--- src/rtl/kf8259_ack_eoi_sequencer_pkg.sv ---
// Shared types, OCW2 command codes and level/bit helpers for the 8259 acknowledge/EOI path.
package KF8259_Common_Package;

  typedef enum logic [1:0] {
    ACK_IDLE = 2'd0,
    ACK_1    = 2'd1,
    ACK_2    = 2'd2,
    ACK_3    = 2'd3
  } ack_state_t;

  // OCW2 {R,SL,EOI} command field
  localparam logic [2:0] OCW2_ROT_AEOI_CLR = 3'b000;
  localparam logic [2:0] OCW2_NS_EOI       = 3'b001;
  localparam logic [2:0] OCW2_NOP          = 3'b010;
  localparam logic [2:0] OCW2_SP_EOI       = 3'b011;
  localparam logic [2:0] OCW2_ROT_AEOI_SET = 3'b100;
  localparam logic [2:0] OCW2_ROT_NS_EOI   = 3'b101;
  localparam logic [2:0] OCW2_SET_PRI      = 3'b110;
  localparam logic [2:0] OCW2_ROT_SP_EOI   = 3'b111;

  localparam logic [7:0] CALL_OPCODE = 8'hCD;

  function automatic logic [7:0] num2bit(input logic [2:0] num);
    return 8'b0000_0001 << num;
  endfunction

  function automatic logic [2:0] bit2num(input logic [7:0] one_hot);
    logic [2:0] num;
    num = 3'd0;
    for (int i = 7; i >= 0; i--) begin
      if (one_hot[i]) num = 3'(i);
    end
    return num;
  endfunction

endpackage

--- src/rtl/kf8259_ack_eoi_sequencer_eoi_decoder.sv ---
// OCW2 decode into registered EOI masks and the priority rotate register.
// Auto-EOI rotate mode exists only when KF8259_AUTO_EOI_EN is defined.
module kf8259_eoi_decoder
  import KF8259_Common_Package::*;
(
  input  logic       clock,
  input  logic       reset,
  input  logic       ocw2_write,
  input  logic [7:0] ocw2_data,
  input  logic [7:0] highest_level_in_service,
  input  logic       aeoi_request,
  input  logic [7:0] aeoi_mask,
  output logic [7:0] end_of_interrupt,
  output logic [2:0] priority_rotate
);

  logic [2:0] cmd;
  logic [2:0] level;
  logic [7:0] ocw_mask;
  logic       ocw_rot_load;
  logic [2:0] ocw_rot_level;
  logic       rotate_in_aeoi;
  logic       unused_ocw2_bits;

  assign cmd              = ocw2_data[7:5];
  assign level            = ocw2_data[2:0];
  assign unused_ocw2_bits = ^ocw2_data[4:3];

  always_comb begin
    ocw_mask      = '0;
    ocw_rot_load  = 1'b0;
    ocw_rot_level = level;
    if (ocw2_write) begin
      case (cmd)
        OCW2_NS_EOI: ocw_mask = highest_level_in_service;
        OCW2_SP_EOI: ocw_mask = num2bit(level);
        OCW2_ROT_NS_EOI: begin
          ocw_mask      = highest_level_in_service;
          ocw_rot_load  = |highest_level_in_service;
          ocw_rot_level = bit2num(highest_level_in_service);
        end
        OCW2_ROT_SP_EOI: begin
          ocw_mask     = num2bit(level);
          ocw_rot_load = 1'b1;
        end
        OCW2_SET_PRI: ocw_rot_load = 1'b1;
        default: ;
      endcase
    end
  end

  // OCW2 and auto-EOI masks merge; an OCW2 rotate overrides an auto-EOI rotate
  always_ff @(posedge clock or posedge reset) begin
    if (reset) begin
      end_of_interrupt <= '0;
      priority_rotate  <= 3'd7;
    end else begin
      end_of_interrupt <= ocw_mask | (aeoi_request ? aeoi_mask : 8'h00);
      if (ocw_rot_load)
        priority_rotate <= ocw_rot_level;
      else if (aeoi_request && rotate_in_aeoi)
        priority_rotate <= bit2num(aeoi_mask);
    end
  end

`ifdef KF8259_AUTO_EOI_EN
  always_ff @(posedge clock or posedge reset) begin
    if (reset)
      rotate_in_aeoi <= 1'b0;
    else if (ocw2_write && cmd == OCW2_ROT_AEOI_SET)
      rotate_in_aeoi <= 1'b1;
    else if (ocw2_write && cmd == OCW2_ROT_AEOI_CLR)
      rotate_in_aeoi <= 1'b0;
  end
`else
  assign rotate_in_aeoi = 1'b0;
`endif

endmodule

--- src/rtl/kf8259_ack_eoi_sequencer.sv ---
// INTA pulse sequencer: latches the winning level, starts in-service, drives vector/CALL bytes.
// KF8259_AUTO_EOI_EN enables end-of-interrupt on the last INTA rising edge.
module kf8259_ack_eoi_sequencer
  import KF8259_Common_Package::*;
(
  input  logic       clock,
  input  logic       reset,
  input  logic       interrupt_acknowledge_n,
  input  logic       u8086_mode,
  input  logic       auto_eoi_config,
  input  logic [4:0] vector_base,
  input  logic [2:0] call_address_low,
  input  logic [7:0] call_address_high,
  input  logic [7:0] highest_level_request,
  input  logic [7:0] highest_level_in_service,
  input  logic       ocw2_write,
  input  logic [7:0] ocw2_data,
  output logic       freeze,
  output logic       start_in_service,
  output logic [7:0] interrupt_to_service,
  output logic [7:0] clear_interrupt_request,
  output logic [7:0] end_of_interrupt,
  output logic [2:0] priority_rotate,
  output logic       out_control_logic_data,
  output logic [7:0] control_logic_data,
  output logic [1:0] debug_ack_state
);

  ack_state_t state;
  logic       prev_inta_n;
  logic [7:0] level_latch;
  logic       inta_fall;
  logic       inta_rise;
  logic       last_rise;
  logic [2:0] level_num;
  logic       aeoi_request;

  assign inta_fall       = prev_inta_n & ~interrupt_acknowledge_n;
  assign inta_rise       = ~prev_inta_n & interrupt_acknowledge_n;
  assign last_rise       = inta_rise & (((state == ACK_2) & u8086_mode) | (state == ACK_3));
  // A spurious acknowledge reports level 7
  assign level_num       = (level_latch == 8'h00) ? 3'd7 : bit2num(level_latch);
  assign debug_ack_state = state;

  always_ff @(posedge clock or posedge reset) begin
    if (reset) begin
      state                   <= ACK_IDLE;
      prev_inta_n             <= 1'b1;
      level_latch             <= '0;
      freeze                  <= 1'b0;
      start_in_service        <= 1'b0;
      interrupt_to_service    <= '0;
      clear_interrupt_request <= '0;
      out_control_logic_data  <= 1'b0;
    end else begin
      prev_inta_n             <= interrupt_acknowledge_n;
      start_in_service        <= 1'b0;
      interrupt_to_service    <= '0;
      clear_interrupt_request <= '0;
      case (state)
        ACK_IDLE: begin
          if (inta_fall) begin
            state                  <= ACK_1;
            level_latch            <= highest_level_request;
            freeze                 <= 1'b1;
            out_control_logic_data <= ~u8086_mode;
            if (|highest_level_request) begin
              start_in_service        <= 1'b1;
              interrupt_to_service    <= highest_level_request;
              clear_interrupt_request <= highest_level_request;
            end
          end
        end
        ACK_1: begin
          if (inta_fall) begin
            state                  <= ACK_2;
            out_control_logic_data <= 1'b1;
          end else if (inta_rise) begin
            out_control_logic_data <= 1'b0;
          end
        end
        ACK_2: begin
          if (inta_fall && !u8086_mode) begin
            state                  <= ACK_3;
            out_control_logic_data <= 1'b1;
          end else if (inta_rise) begin
            out_control_logic_data <= 1'b0;
            if (u8086_mode) begin
              state  <= ACK_IDLE;
              freeze <= 1'b0;
            end
          end
        end
        default: begin
          if (inta_rise) begin
            state                  <= ACK_IDLE;
            freeze                 <= 1'b0;
            out_control_logic_data <= 1'b0;
          end
        end
      endcase
    end
  end

  always_comb begin
    control_logic_data = 8'h00;
    if (out_control_logic_data) begin
      case (state)
        ACK_1:   control_logic_data = CALL_OPCODE;
        ACK_2:   control_logic_data = u8086_mode ? {vector_base, level_num}
                                                 : {call_address_low, level_num, 2'b00};
        ACK_3:   control_logic_data = call_address_high;
        default: control_logic_data = 8'h00;
      endcase
    end
  end

`ifdef KF8259_AUTO_EOI_EN
  assign aeoi_request = last_rise & auto_eoi_config & (|level_latch);
`else
  logic unused_aeoi_inputs;
  assign unused_aeoi_inputs = auto_eoi_config & last_rise;
  assign aeoi_request       = 1'b0;
`endif

  kf8259_eoi_decoder u_eoi_decoder (
    .clock                    (clock),
    .reset                    (reset),
    .ocw2_write               (ocw2_write),
    .ocw2_data                (ocw2_data),
    .highest_level_in_service (highest_level_in_service),
    .aeoi_request             (aeoi_request),
    .aeoi_mask                (level_latch),
    .end_of_interrupt         (end_of_interrupt),
    .priority_rotate          (priority_rotate)
  );

endmodule

--- config.mk ---
export PLATFORM = sky130hd
export DESIGN_NAME = kf8259_ack_eoi_sequencer
export DESIGN_NICKNAME = d
export VERILOG_FILES = /design/src/rtl/kf8259_ack_eoi_sequencer_pkg.sv /design/src/rtl/kf8259_ack_eoi_sequencer_eoi_decoder.sv /design/src/rtl/kf8259_ack_eoi_sequencer.sv
export SDC_FILE = /design/constraint.sdc
export NUM_CORES = 1
export LEC_CHECK = 0
export BUFFER_PORTS_ARGS = -buffer_cell sky130_fd_sc_hd__buf_2
export CAP_MARGIN = 20
export CORE_UTILIZATION = 45
export DETAILED_ROUTE_END_ITERATION = 8
export PLACE_DENSITY = 0.75
export SYNTH_ARGS = -nofsm -noshare
export SYNTH_HDL_FRONTEND = slang
export SYNTH_SLANG_ARGS = --single-unit
--- constraint.sdc ---
create_clock -name clock -period 3.6 [get_ports clock]
set_input_delay 0.54 -clock clock [delete_from_list [all_inputs] [get_ports clock]]
set_output_delay 0.54 -clock clock [all_outputs]
set_load 0.05 [all_outputs]
Word level (Yosys, flattened, before mapping) --
Index checks and enable logic that the tools add are counted.
Word-level totals: register bits 33, bits of input ports 46, word-level logic and storage cells 95
Cells by class: eq/ne operators 15, shift operators 1, mux-type cells 50, bitwise operators 6, reduce and logical (&&, ||, !) cells 14
Operators by type and width (count):
- 3-bit 2-to-1 mux | 19
- 8-bit 2-to-1 mux | 6
- 8-bit case mux with 3 select lines | 1
- 8-bit case mux with 2 select lines | 1
- 8-bit OR reduction | 2
- 1-bit 2-to-1 mux | 13
- 2-bit 2-to-1 mux | 6
- 2-bit inequality test, second input constant | 5
- 3-bit == test, second input constant | 3
- 8-bit zero test | 1
- 1-bit by 3-bit << shifter with 8-bit output, first input constant | 1
- 3-bit by 2-bit inequality test with 1-bit output, second input constant | 2
- 1-bit case mux with 3 select lines | 2
- 2-bit case mux with 3 select lines | 1
- 6-bit AND reduction | 1
- 2-bit OR reduction | 3
- 5-bit AND reduction | 1
- 2-bit == test, second input constant | 2
- 1-bit NOT | 4
- 4-bit nonzero test | 1
- 3-bit by 1-bit == test with 1-bit output, second input constant | 1
- 3-bit by 2-bit == test with 1-bit output, second input constant | 1
- 1-bit bitwise AND | 2
- 2-bit by 1-bit == test with 1-bit output, second input constant | 1
- 6 further kinds | 6

Logic depth before layout (Yosys ltp) --
Gate-level depths: netlist of the first run.
depth after elaboration 12, mapped depth 6, depth with buffers taken out 6

Hierarchy --
Synthesis of the first run repeated with hierarchy kept, for this count alone.
Unflattened totals: cells, all modules 197, area, all modules 1876.8 µm²
Modules (own cells, without submodules):
- kf8259_ack_eoi_sequencer | times used 1, cells each 122, area each 1208.7 µm²
- kf8259_eoi_decoder | times used 1, cells each 75, area each 668.1 µm²

Worst setup path before layout of the first run --
No wires, ideal clock.
path kind reg2out, from register state[1] (netlist: debug_ack_state[1]), to output port control_logic_data[2], arrival time 2425 ps, data required time 3060 ps, setup slack 635 ps, cell stages (with the launch flop) 4, path through dfrtp_1 > ha_1 > nand2b_1 > o31ai_1
On the way: longest elaborated chain between the ends 3
Ends and longest elaborated chain:
- start, declared | RTL line kf8259_ack_eoi_sequencer.sv:29 | ack_state_t state;
- start signal, assigned | RTL line kf8259_ack_eoi_sequencer.sv:47 | state <= ACK_IDLE;
- start signal, assigned | RTL line kf8259_ack_eoi_sequencer.sv:63 | state <= ACK_1;
- start signal, assigned | RTL line kf8259_ack_eoi_sequencer.sv:76 | state <= ACK_2;
- 2-bit == test / 2-bit by 1-bit == test with 1-bit output (equally long branches) | RTL line kf8259_ack_eoi_sequencer.sv:108 | case (state)
- 8-bit case mux with 3 select lines * | RTL line kf8259_ack_eoi_sequencer.sv:108
- 8-bit 2-to-1 mux * | RTL line kf8259_ack_eoi_sequencer.sv:107 | if (out_control_logic_data) begin
- end, declared | RTL line kf8259_ack_eoi_sequencer.sv:25 | output logic [7:0] control_logic_data,
Every way passes the cells marked *; elsewhere a longest branch is shown, timed or not.

Worst setup path after layout of the first run --
from register state[0] (netlist: debug_ack_state[0]), to output port control_logic_data[3]
Same word-level chain as after synthesis.

==> results of run 1 <==
## metrics by stage
step                instance area, sq um  power, uW  instances
finish                              2350       1600        314
global route                        2350       1700        314
CTS                                 2350       1600        314
detailed placement                  2270       1330        307
global placement                    2240       1310        306
floorplan                           1850       1150        189
## worst paths after layout
path	from	endpoint	slack (ns)
min reg2reg	level_latch[7]	level_latch[7]	0.51
max in group asynchronous	reset	prev_inta_n	2.68
max reg2reg	debug_ack_state[1]	debug_ack_state[0]	1.35
min in group clock	interrupt_acknowledge_n	prev_inta_n	0.39
max	debug_ack_state[0]	control_logic_data[3]	0.92
min	reset	clear_interrupt_request[4]	0.24
## per-layer routing
metal  wire, microns  up-vias  track usage, %
li1                -      827               -
met1            1760      764            25.0
met2            1810       66            29.0
met3             274        7            6.55
met4              45        0            7.98
met5               0        -               0
## registers in the layout (all words and copies together) (netlist names), 2 cells and up
name / flops
u_eoi_decoder.end_of_interrupt: 8
u_eoi_decoder.priority_rotate: 3
level_latch: 8
clear_interrupt_request: 8
debug_ack_state: 2
## where the power goes
group | total (uW) | switching (uW) | internal [uW]
sequential | 545 | 87.0 | 458
combinational | 779 | 520 | 258
clock | 275 | 124 | 151
## cell usage in the layout (no fill, tap or decap), types with 8 or more instances in the layout
| cell type | instances |
|---|---|
| a21o_1 | 8 |
| a21oi_1 | 8 |
| a22oi_1 | 8 |
| and3_1 | 9 |
| buf_2 | 82 |
| dfrtp_1 | 29 |
| inv_1 | 10 |
| nand2_1 | 10 |
| nor2_1 | 20 |
| nor2b_1 | 13 |
## worst register-to-register path, delay by kind of cell (launching register included)
family / cells / cell delay [ns]
AND/OR/NAND/NOR: 2 / 0.67
flip-flops: 1 / 0.50
adder cells (fa/ha/maj): 1 / 0.38
multiplexers: 1 / 0.33
buffers and inverters: 1 / 0.17
AO/OA/AOI/OAI: 1 / 0.07
## cell type report
class / instances / area, sq um
clock buffers: 7 / 86.3
multi-input cells: 132 / 892
flip-flops and latches: 33 / 831
fillers: 341 / 1450
well taps: 48 / 60.1
inverters: 10 / 37.5
repair buffers: 84 / 445
## cell families after synthesis
logic type | share of synthesized area (%)
muxes | 3.66
buffers and inverters | 6.71
and+or+nand+nor | 21.1
DFF | 45.0
AOI/OAI and AO/OA | 20.1
adders and majority gates | 3.39
==> metrics.cfg, run 1 <==
[logic_synthesis]
synth_area_leaders = dfrtp_1 39%, dfstp_2 5.7%, nor2b_1 4.4%, nor2_1 4.1%, ha_1 3.4%
synthArstFlopShare_pct = 100
synth_area_sq_um = 1850
synth_edf_count = 0
netlist_instances = 189
synth_seq_cells = 33
syn_area_per_cell_sq_um = 9.77
ys_warn_count = 0
synth_top_area_cell = dfrtp_1
yosys-top-cells-count = 29 x dfrtp_1, 20 x nor2_1, 13 x nor2b_1
yosysSeqAreaShare_pct = 45.0
netlist.area_leader.share_pct = 39.3
synth_ff_type = dfrtp_1
yosysMostFrequentCell = dfrtp_1
syn-num-nets = 240
ys_types = 49

[global_route]
track_usage_pct = 19.2
grt_pass1_vias = 1443
grt_pass1_wl_microns = 6310
antenna_found_initial = 0
grt_overflow = 0
grt_max_degree = 22

[critical_path]
slowest_stage = dfrtp_1
crit_arrival_ns = 2.14
critPathRequiredTime_ns = 3.06
cp_top_family = flip-flops
cp.depth = 7
path_max_fanout = 9
reg2reg_depth = 6
cp-end-kind = output port
cp_num_buf_inv = 2
crit_path_start_kind = flip-flop
crit_type = flip-flop to output port
crit_chain = inv_1 -> ha_1 -> and2_1 -> a221o_1 -> a21oi_1 -> nor2_1 -> buf_2
slowest_delay_ns = 0.50

[sta]
tightestPinTransition_ns = 0.712
finalCritPeriodShare_pct = 74.3
slew_headroom_pct = 52.5
hold_slack_ns = 0.243
fmax_ghz = 0.374
setup_ws_ns = 0.924
rsz0062_at_grt = no
finalHoldViolations = 0
final.setup.tns_ns = 0
finalCriticalPeriod_ns = 2.68
setup_viol = 0
slew_viol_final = 0
skew_ns = 0.00491

[drt]
final_antenna_net_count = 0
wl_per_cell_microns = 12.4
drcViolationCount = 0
first_iter_violations = 108
num_vias = 1664
drt-pass1-iter-count = 4
drt-total-wl_microns = 3890
via_per_inst = 5.30

[clocking]
cts_inserted_buffers = 5
ctsResizeCount = 0
clkSinkCount = 33
cts_tree = yes
postCtsHoldBufs = 0
clk_latency_ns = 0.28
cts_setup_buffers = 0
clk_path_buf_depth = 2
cts_max_level = 2
root_buffer = clkbuf_8
cts.clk_slew.worst_paths_ns = 0.06

[placed_design]
gp_congestion = 0.836
io_buffers = 82
dp_hpwl_microns = 3020
place_ws_ns = 1.25

[layout]
layout-drive-gt1-share_pct = 38.7
fin_util_pct = 61.9
area_growth_pct = 27.4
finalNetCount = 317
n_antenna_cell = 0

[status]
status = completed

[floorplanning]
ios = 86
dieHeight_microns = 66.1
floorplan.die.width_microns = 66.1
num_rows = 22
die_area_sq_um = 4360
core_area_sq_um = 3800
start_util_pct = 48.6

[min_path]
hp-class = input pin to asynchronous set/reset pin

[flow_run]
drv_cap = 0

[pwr]
powerDensity_nw_per_um2 = 680
ir_worst_vdd_v = 0.000283
power.leakage_uw = 0.00127

Power figures use the tool's default switching activity.
==> inputs of run 2 (changes only) <==
--- a/config.mk
+++ b/config.mk
@@ -5,11 +5,12 @@
 export SDC_FILE = /design/constraint.sdc
 export NUM_CORES = 1
 export LEC_CHECK = 0
+export ABC_AREA = 1
 export BUFFER_PORTS_ARGS = -buffer_cell sky130_fd_sc_hd__buf_2
 export CAP_MARGIN = 20
-export CORE_UTILIZATION = 45
+export CORE_UTILIZATION = 43
 export DETAILED_ROUTE_END_ITERATION = 8
-export PLACE_DENSITY = 0.75
+export PLACE_DENSITY = 0.74
 export SYNTH_ARGS = -nofsm -noshare
 export SYNTH_HDL_FRONTEND = slang
 export SYNTH_SLANG_ARGS = --single-unit
==> constraint.sdc (replaced) <==
create_clock -name clock -period 2.2 [get_ports clock]
set_input_delay 0.33 -clock clock [delete_from_list [all_inputs] [get_ports clock]]
set_output_delay 0.33 -clock clock [all_outputs]
set_load 0.05 [all_outputs]
==> run 2 against run 1 <==
Sequential share of layout area down 2.5 points. Register-to-register slack worse by 0.79 ns. Utilization decreased by 3.4 points. Largest cell class unchanged. Clock skew is 0.0018 ns lower. Highest routed layer unchanged. Design area increased by 7.7%.
==> metrics.cfg, run 2 <==
[critical_path]
cp-end-kind = output port
reg2reg_to = debug_ack_state[1]
crit_chain = inv_2 -> ha_2 -> inv_2 -> nor2_4 -> inv_2 -> or2_0 -> a21oi_2 -> buf_6
critPathRequiredTime_ns = 1.87  ; -1.19 ns
crit_type = flip-flop to output port
path_common_cell = inv_2
r2r-start = debug_ack_state[1]
crit_path_start_kind = flip-flop
slowest_delay_ns = 0.39  ; -0.11 ns
crit_arrival_ns = 1.76  ; -0.38 ns
slowest_stage = dfrtp_1
r2r_slack_ns = 0.56  ; -0.79 ns
reg2reg_depth = 10  ; +4
path_max_fanout = 4  ; -5

[floorplanning]
die_area_sq_um = 4760  ; +9.2%
core_area_sq_um = 4320  ; +14%
start_util_pct = 44.7  ; -3.9 points
ios = 86  ; unchanged
floorplan.die.width_microns = 69.0  ; +4.5%
num_rows = 24  ; +9.1%
dieHeight_microns = 69.0  ; +4.5%

[sta]
tightestPinTransition_ns = 0.412  ; -0.300 ns
fmax_ghz = 0.478
rsz0062_at_grt = no
finalCriticalPeriod_ns = 2.09
setup_viol = 0  ; unchanged
finalHoldViolations = 0  ; unchanged
final.setup.tns_ns = 0  ; unchanged
slew_headroom_pct = 72.5  ; +20 points
hold_slack_ns = 0.133  ; -0.110 ns
slew_viol_final = 0  ; unchanged
skew_ns = 0.00313  ; -0.00178 ns
finalCritPeriodShare_pct = 95.1

[pwr]
clkPwrFrac_pct = 19.8  ; +2.6 points
switchingPower_uw = 1330  ; +81%
ir_worst_vdd_v = 0.000430  ; +52%
swShare_pct = 45.7  ; about the same
cell_internal_pwr_uw = 1570  ; +81%
power.leakage_uw = 0.00145  ; +14%
powerDensity_nw_per_um2 = 1150  ; +69%
comb_power_share_pct = 50.5  ; +1.8 points
pwr-share-seq_pct = 29.7  ; -4.4 points

[clocking]
cts.clk_slew.worst_paths_ns = 0.07  ; about the same
cts_tree = yes
cts_inserted_buffers = 5  ; unchanged
postCtsHoldBufs = 0  ; unchanged
cts_max_level = 2  ; unchanged
root_buffer = clkbuf_8
clk_latency_ns = 0.27  ; about the same
clk_path_buf_depth = 2  ; unchanged
clkSinkCount = 33  ; unchanged

[global_route]
grt_pass1_vias = 1784  ; +24%
grt_max_degree = 34  ; +55%
antenna_found_initial = 0  ; unchanged
grt_overflow = 0  ; unchanged
grt_pass1_wl_microns = 7160  ; +13%
track_usage_pct = 18.3  ; -0.93 points

[logic_synthesis]
synth_area_sq_um = 1930  ; +4.6%
syn_area_per_cell_sq_um = 7.52  ; -23%
syn-num-nets = 308  ; +28%
synth_ff_type = dfrtp_1
synthArstFlopShare_pct = 100  ; unchanged
yosysMostFrequentCell = nand2_1
synth_edf_count = 0  ; unchanged
netlist_instances = 257  ; +36%
netlist.area_leader.share_pct = 37.6  ; -1.7 points
yosys-top-cells-count = 56 x nand2_1, 40 x inv_1, 29 x dfrtp_1
ys_types = 34  ; -31%
synth_top_area_cell = dfrtp_1
yosysSeqAreaShare_pct = 43.0  ; -2.0 points
ys_warn_count = 0  ; unchanged
synth_area_leaders = dfrtp_1 38%, nand2_1 11%, inv_1 7.8%, dfstp_2 5.4%, nor2_1 5.4%
synth_seq_cells = 33  ; unchanged

[drt]
num_vias = 1896  ; +14%
drcViolationCount = 0  ; unchanged
drt-pass1-iter-count = 5  ; +1
wl_per_cell_microns = 10.8  ; -13%
final_antenna_net_count = 0  ; unchanged
drt-total-wl_microns = 4260  ; +9.4%
via_per_inst = 4.82  ; -9.0%
first_iter_violations = 94  ; -13%

[min_path]
hp-class = input pin to asynchronous set/reset pin

[placed_design]
postPlaceCellArea_sq_um = 2370  ; +4.5%
gp_congestion = 0.855  ; +2.2%
io_buffers = 82  ; unchanged
dp_hpwl_microns = 3270  ; +8.4%

[layout]
n_antenna_cell = 0  ; unchanged
finalNetCount = 391  ; +23%
design_area_sq_um = 2530  ; +7.7%
top_regs = clear_interrupt_request (8), level_latch (8), u_eoi_decoder.end_of_interrupt (8)
mostFrequentLayoutCells = 78 x buf_2, 56 x nand2_1, 39 x inv_1, 28 x dfrtp_1, 27 x nor2_1
layout-drive-gt1-share_pct = 36.7  ; -2.1 points
final_common_cell = buf_2
area_growth_pct = 31.1

[status]
status = completed

[flow_run]
drv_cap = 0  ; unchanged

run 2: cell families (layout without fill, tap and decap cells):
logic type	count (synthesis)	count (layout)	share of synthesized area, %
AO/OA/AOI/OAI	53	53	16.1
adder cells (fa/ha/maj)	5	5	3.24
buffers and inverters	59	143	13.2
flip-flops	33	33	43.0
AND/OR/NAND/NOR	107	107	24.5
run 2: stage by stage:
stage | setup slack, ns | utilization, % | total power, uW | cells
floorplan | -0.198 | - | 1980 | 257
global placement | 0.235 | 54.7 | 2270 | 383
detailed placement | 0.186 | 54.7 | 2290 | 383
CTS | 0.0165 | 58.2 | 2900 | 393
global route | 0.0131 | 58.6 | 3120 | 393
finish | 0.109 | 58.6 | 2900 | 393
run 2: layout make-up:
cell class	count	area [sq um]
Clock buffer	7	86.3
Inverter	48	180
Tap cell	52	65.1
Fill cell	420	1790
Sequential cell	33	832
Multi-Input combinational cell	165	865
Clock inverter	1	30.0
Timing Repair Buffer	87	474
run 2: how the worst max path moves through the flow:
stage / from / endpoint / slack, ns / cells after the start
finish: debug_ack_state[0] / control_logic_data[3] / 0.11 / 8
CTS: debug_ack_state[0] / control_logic_data[3] / 0.02 / 8
global placement: debug_ack_state[0] / control_logic_data[3] / 0.23 / 8
detailed placement: debug_ack_state[0] / control_logic_data[3] / 0.19 / 8
floorplan: debug_ack_state[0] / control_logic_data[2] / -0.20 / 6
global route: debug_ack_state[0] / control_logic_data[3] / 0.01 / 8
run 2: power groups by stage:
stage	registers (uW)	clock network, uW	logic [uW]
global route	882	624	1610
floorplan	1090	0	884
CTS	860	592	1450
global placement	870	0	1400
detailed placement	870	0	1420
finish	861	576	1470
run 2: repair_timing:
| item | CTS | global route |
|---|---|---|
| gates resized for setup | 2 | 7 |
| pin swaps | 1 | 1 |
| setup buffers | 2 | 0 |
| endpoints found under the setup margin | 2 | 7 |
run 2: worst max-delay path: cells and delay by family, from the launching register on:
family                   cells  cell delay, ns
adder cells (fa/ha/maj)      1            0.21
AND/OR/NAND/NOR              2            0.38
AO/OA/AOI/OAI                1            0.14
flip-flops                   1            0.39
buffers and inverters        4            0.37
run 2: routing by layer:
layer | up-vias | track usage (%) | share of wire (%)
met3 | 6 | 5.41 | 6.9
met2 | 72 | 30.2 | 48
met5 | - | 0 | 0
met4 | 0 | 7.94 | 1.2
li1 | 972 | - | -
met1 | 846 | 22.1 | 44
==> inputs of run 3 (changes only) <==
==> constraint.sdc (replaced) <==
create_clock -name clock -period 2.2 [get_ports clock]
set_input_delay 0.33 -clock clock [delete_from_list [all_inputs] [get_ports clock]]
set_output_delay 0.33 -clock clock [all_outputs]
set_load 0.01 [all_outputs]
==> run 3 against run 2 <==
Combinational power down 28%. Final cell count up 0.25%. Die area unchanged. Clock-buffer cell count down 1. Critical path depth unchanged. Largest cell class unchanged. Highest routed layer unchanged.
==> metrics.cfg, run 3 (synthesized netlist as in run 2, its figures left out) <==
[status]
status = completed

[clocking]
root_buffer = clkbuf_8
cts_inserted_buffers = 5  ; unchanged
cts.clk_slew.worst_paths_ns = 0.07  ; about the same
clk_latency_ns = 0.28  ; about the same
cts_tree = yes
clk_path_buf_depth = 2  ; unchanged
cts_max_level = 2  ; unchanged
clkSinkCount = 33  ; unchanged
postCtsHoldBufs = 0  ; unchanged

[sta]
setup_viol = 0  ; unchanged
finalCriticalPeriod_ns = 2.09  ; -0.00546 ns
hold_slack_ns = 0.118  ; -0.0151 ns
finalCritPeriodShare_pct = 94.8  ; -0.25 points
slew_headroom_pct = 73.2  ; +0.72 points
fmax_ghz = 0.479  ; +0.26%
finalHoldViolations = 0  ; unchanged
skew_ns = 0.00103  ; -0.00210 ns
tightestPinTransition_ns = 0.402  ; -0.00940 ns
slew_viol_final = 0  ; unchanged
rsz0062_at_grt = no
final.setup.tns_ns = 0  ; unchanged

[floorplanning]
ios = 86  ; unchanged
die_area_sq_um = 4760  ; unchanged
start_util_pct = 44.7  ; unchanged
floorplan.die.width_microns = 69.0  ; unchanged
num_rows = 24  ; unchanged
core_area_sq_um = 4320  ; unchanged
dieHeight_microns = 69.0  ; unchanged

[drt]
wl_met1_microns = 1800  ; -5.0%
drt-pass1-iter-count = 4  ; -1
topRoutingLayerUsed = met4
first_iter_violations = 78  ; -17%
wl_met3_microns = 295  ; +0.68%
drt-total-wl_microns = 4400  ; +3.4%
num_vias = 1904  ; +0.42%
via_per_inst = 4.83  ; +0.17%
wl_per_cell_microns = 11.2  ; +3.1%
drcViolationCount = 0  ; unchanged
wl_met2_microns = 2190  ; +8.2%
final_antenna_net_count = 0  ; unchanged

[pwr]
swShare_pct = 40.6  ; -5.1 points
switchingPower_uw = 958  ; -28%
ir_worst_vdd_v = 0.000389  ; -9.4%
powerDensity_nw_per_um2 = 958  ; -16%
comb_power_share_pct = 44.9  ; -5.6 points
cell_internal_pwr_uw = 1400  ; -11%
clkPwrFrac_pct = 18.1  ; -1.7 points
power.leakage_uw = 0.00144  ; -0.56%
pwr-share-seq_pct = 37.0  ; +7.3 points

[global_route]
grt_overflow = 0  ; unchanged
grt_pass1_vias = 1782  ; -0.11%
antenna_found_initial = 0  ; unchanged
grt_pass1_wl_microns = 7290  ; +1.8%
track_usage_pct = 18.9  ; +0.56 points
grt_max_degree = 34  ; unchanged

[layout]
n_fill_cell = 401  ; -4.5%
top_regs = clear_interrupt_request (8), level_latch (8), u_eoi_decoder.end_of_interrupt (8)
n_antenna_cell = 0  ; unchanged
final_common_cell = buf_2
area_growth_pct = 27.5
seq_area_sq_um = 832  ; unchanged
layout-drive-gt1-share_pct = 35.4  ; -1.3 points
multi_input_area_sq_um = 848  ; -1.9%
finalNetCount = 392  ; +0.26%
mostFrequentLayoutCells = 82 x buf_2, 56 x nand2_1, 39 x inv_1, 28 x nor2_1, 28 x dfrtp_1

[critical_path]
critPathRequiredTime_ns = 1.87  ; about the same
crit_path_start_kind = flip-flop
path_max_fanout = 4  ; unchanged
crit_type = flip-flop to output port
cp-end-kind = output port
r2r_slack_ns = 0.58  ; +0.02 ns
crit_arrival_ns = 1.76  ; about the same

[placed_design]
io_buffers = 82  ; unchanged
gp_congestion = 0.852  ; -0.40%
dp_hpwl_microns = 3340  ; +2.2%

[flow_run]
drv_cap = 0  ; unchanged

[min_path]
hp-class = input pin to asynchronous set/reset pin

run 3: cell types whose count changed in the layout (fill, tap and decap cells not counted), moves of 2 or more:
| cell | before | now |
|---|---|---|
| buf_4 | 4 | 6 |
| ha_1 | 2 | 4 |
| clkbuf_4 | 3 | 0 |
| clkinv_2 | 0 | 2 |
| ha_2 | 3 | 1 |
| buf_2 | 78 | 82 |
run 3: path summary, 6_finish.rpt:
kind / start / endpoint / cells after the start
hold reg to reg: u_eoi_decoder.priority_rotate[2] / u_eoi_decoder.priority_rotate[2] / 2
min in group clock: interrupt_acknowledge_n / prev_inta_n / 1
max in group asynchronous: reset / prev_inta_n / 3
setup reg to reg: debug_ack_state[1] / debug_ack_state[0] / 8
setup / recovery: debug_ack_state[0] / control_logic_data[3] / 8
hold / removal: reset / start_in_service / 3
run 3: power by group through the flow:
stage / Combinational [uW] / Sequential [uW] / Clock [uW]
floorplan: 695 / 894 / 0
global placement: 982 / 881 / 0
detailed placement: 1000 / 889 / 0
CTS: 1030 / 880 / 442
global route: 1190 / 896 / 473
finish: 1060 / 874 / 427
run 3: area by class of cell:
cell class | count | area share, %
Clock buffer | 6 | 2.95
Clock inverter | 2 | 0.406
Inverter | 48 | 7.31
Multi-Input combinational cell | 165 | 34.4
Sequential cell | 33 | 33.8
Tap cell | 52 | 2.64
Timing Repair Buffer | 88 | 18.5
run 3: layer usage:
metal  vias up  track usage (%)
li1        978                -
met1       842             21.2
met2        73             33.2
met3        11             5.12
met4         0             8.16
met5         -                0
run 3: worst max-delay path, cell delays in order, from the launching register on:
cell	delay, ns
dfrtp_2	0.43
inv_2	0.09
ha_2	0.21
inv_2	0.06
nor2_4	0.18
inv_2	0.05
or2_0	0.21
a21oi_1	0.11
buf_2	0.14
run 3: stage by stage:
stage               power (uW)  util (%)  setup WS, ns  instances  area, sq um
floorplan                 1590         -         0.405        257         1930
global placement          1860      54.3         0.260        382         2350
detailed placement        1890      54.3         0.276        382         2350
CTS                       2350      56.6      0.000962        392         2450
global route              2560      57.0        0.0147        394         2460
finish                    2360      57.0         0.114        394         2460
run 3: repair_timing:
action	in CTS	in global routing
endpoints found under the setup margin	2	7
resized for setup	1	2
setup buffers	2	2
pin swaps	1	0
cloned	0	0
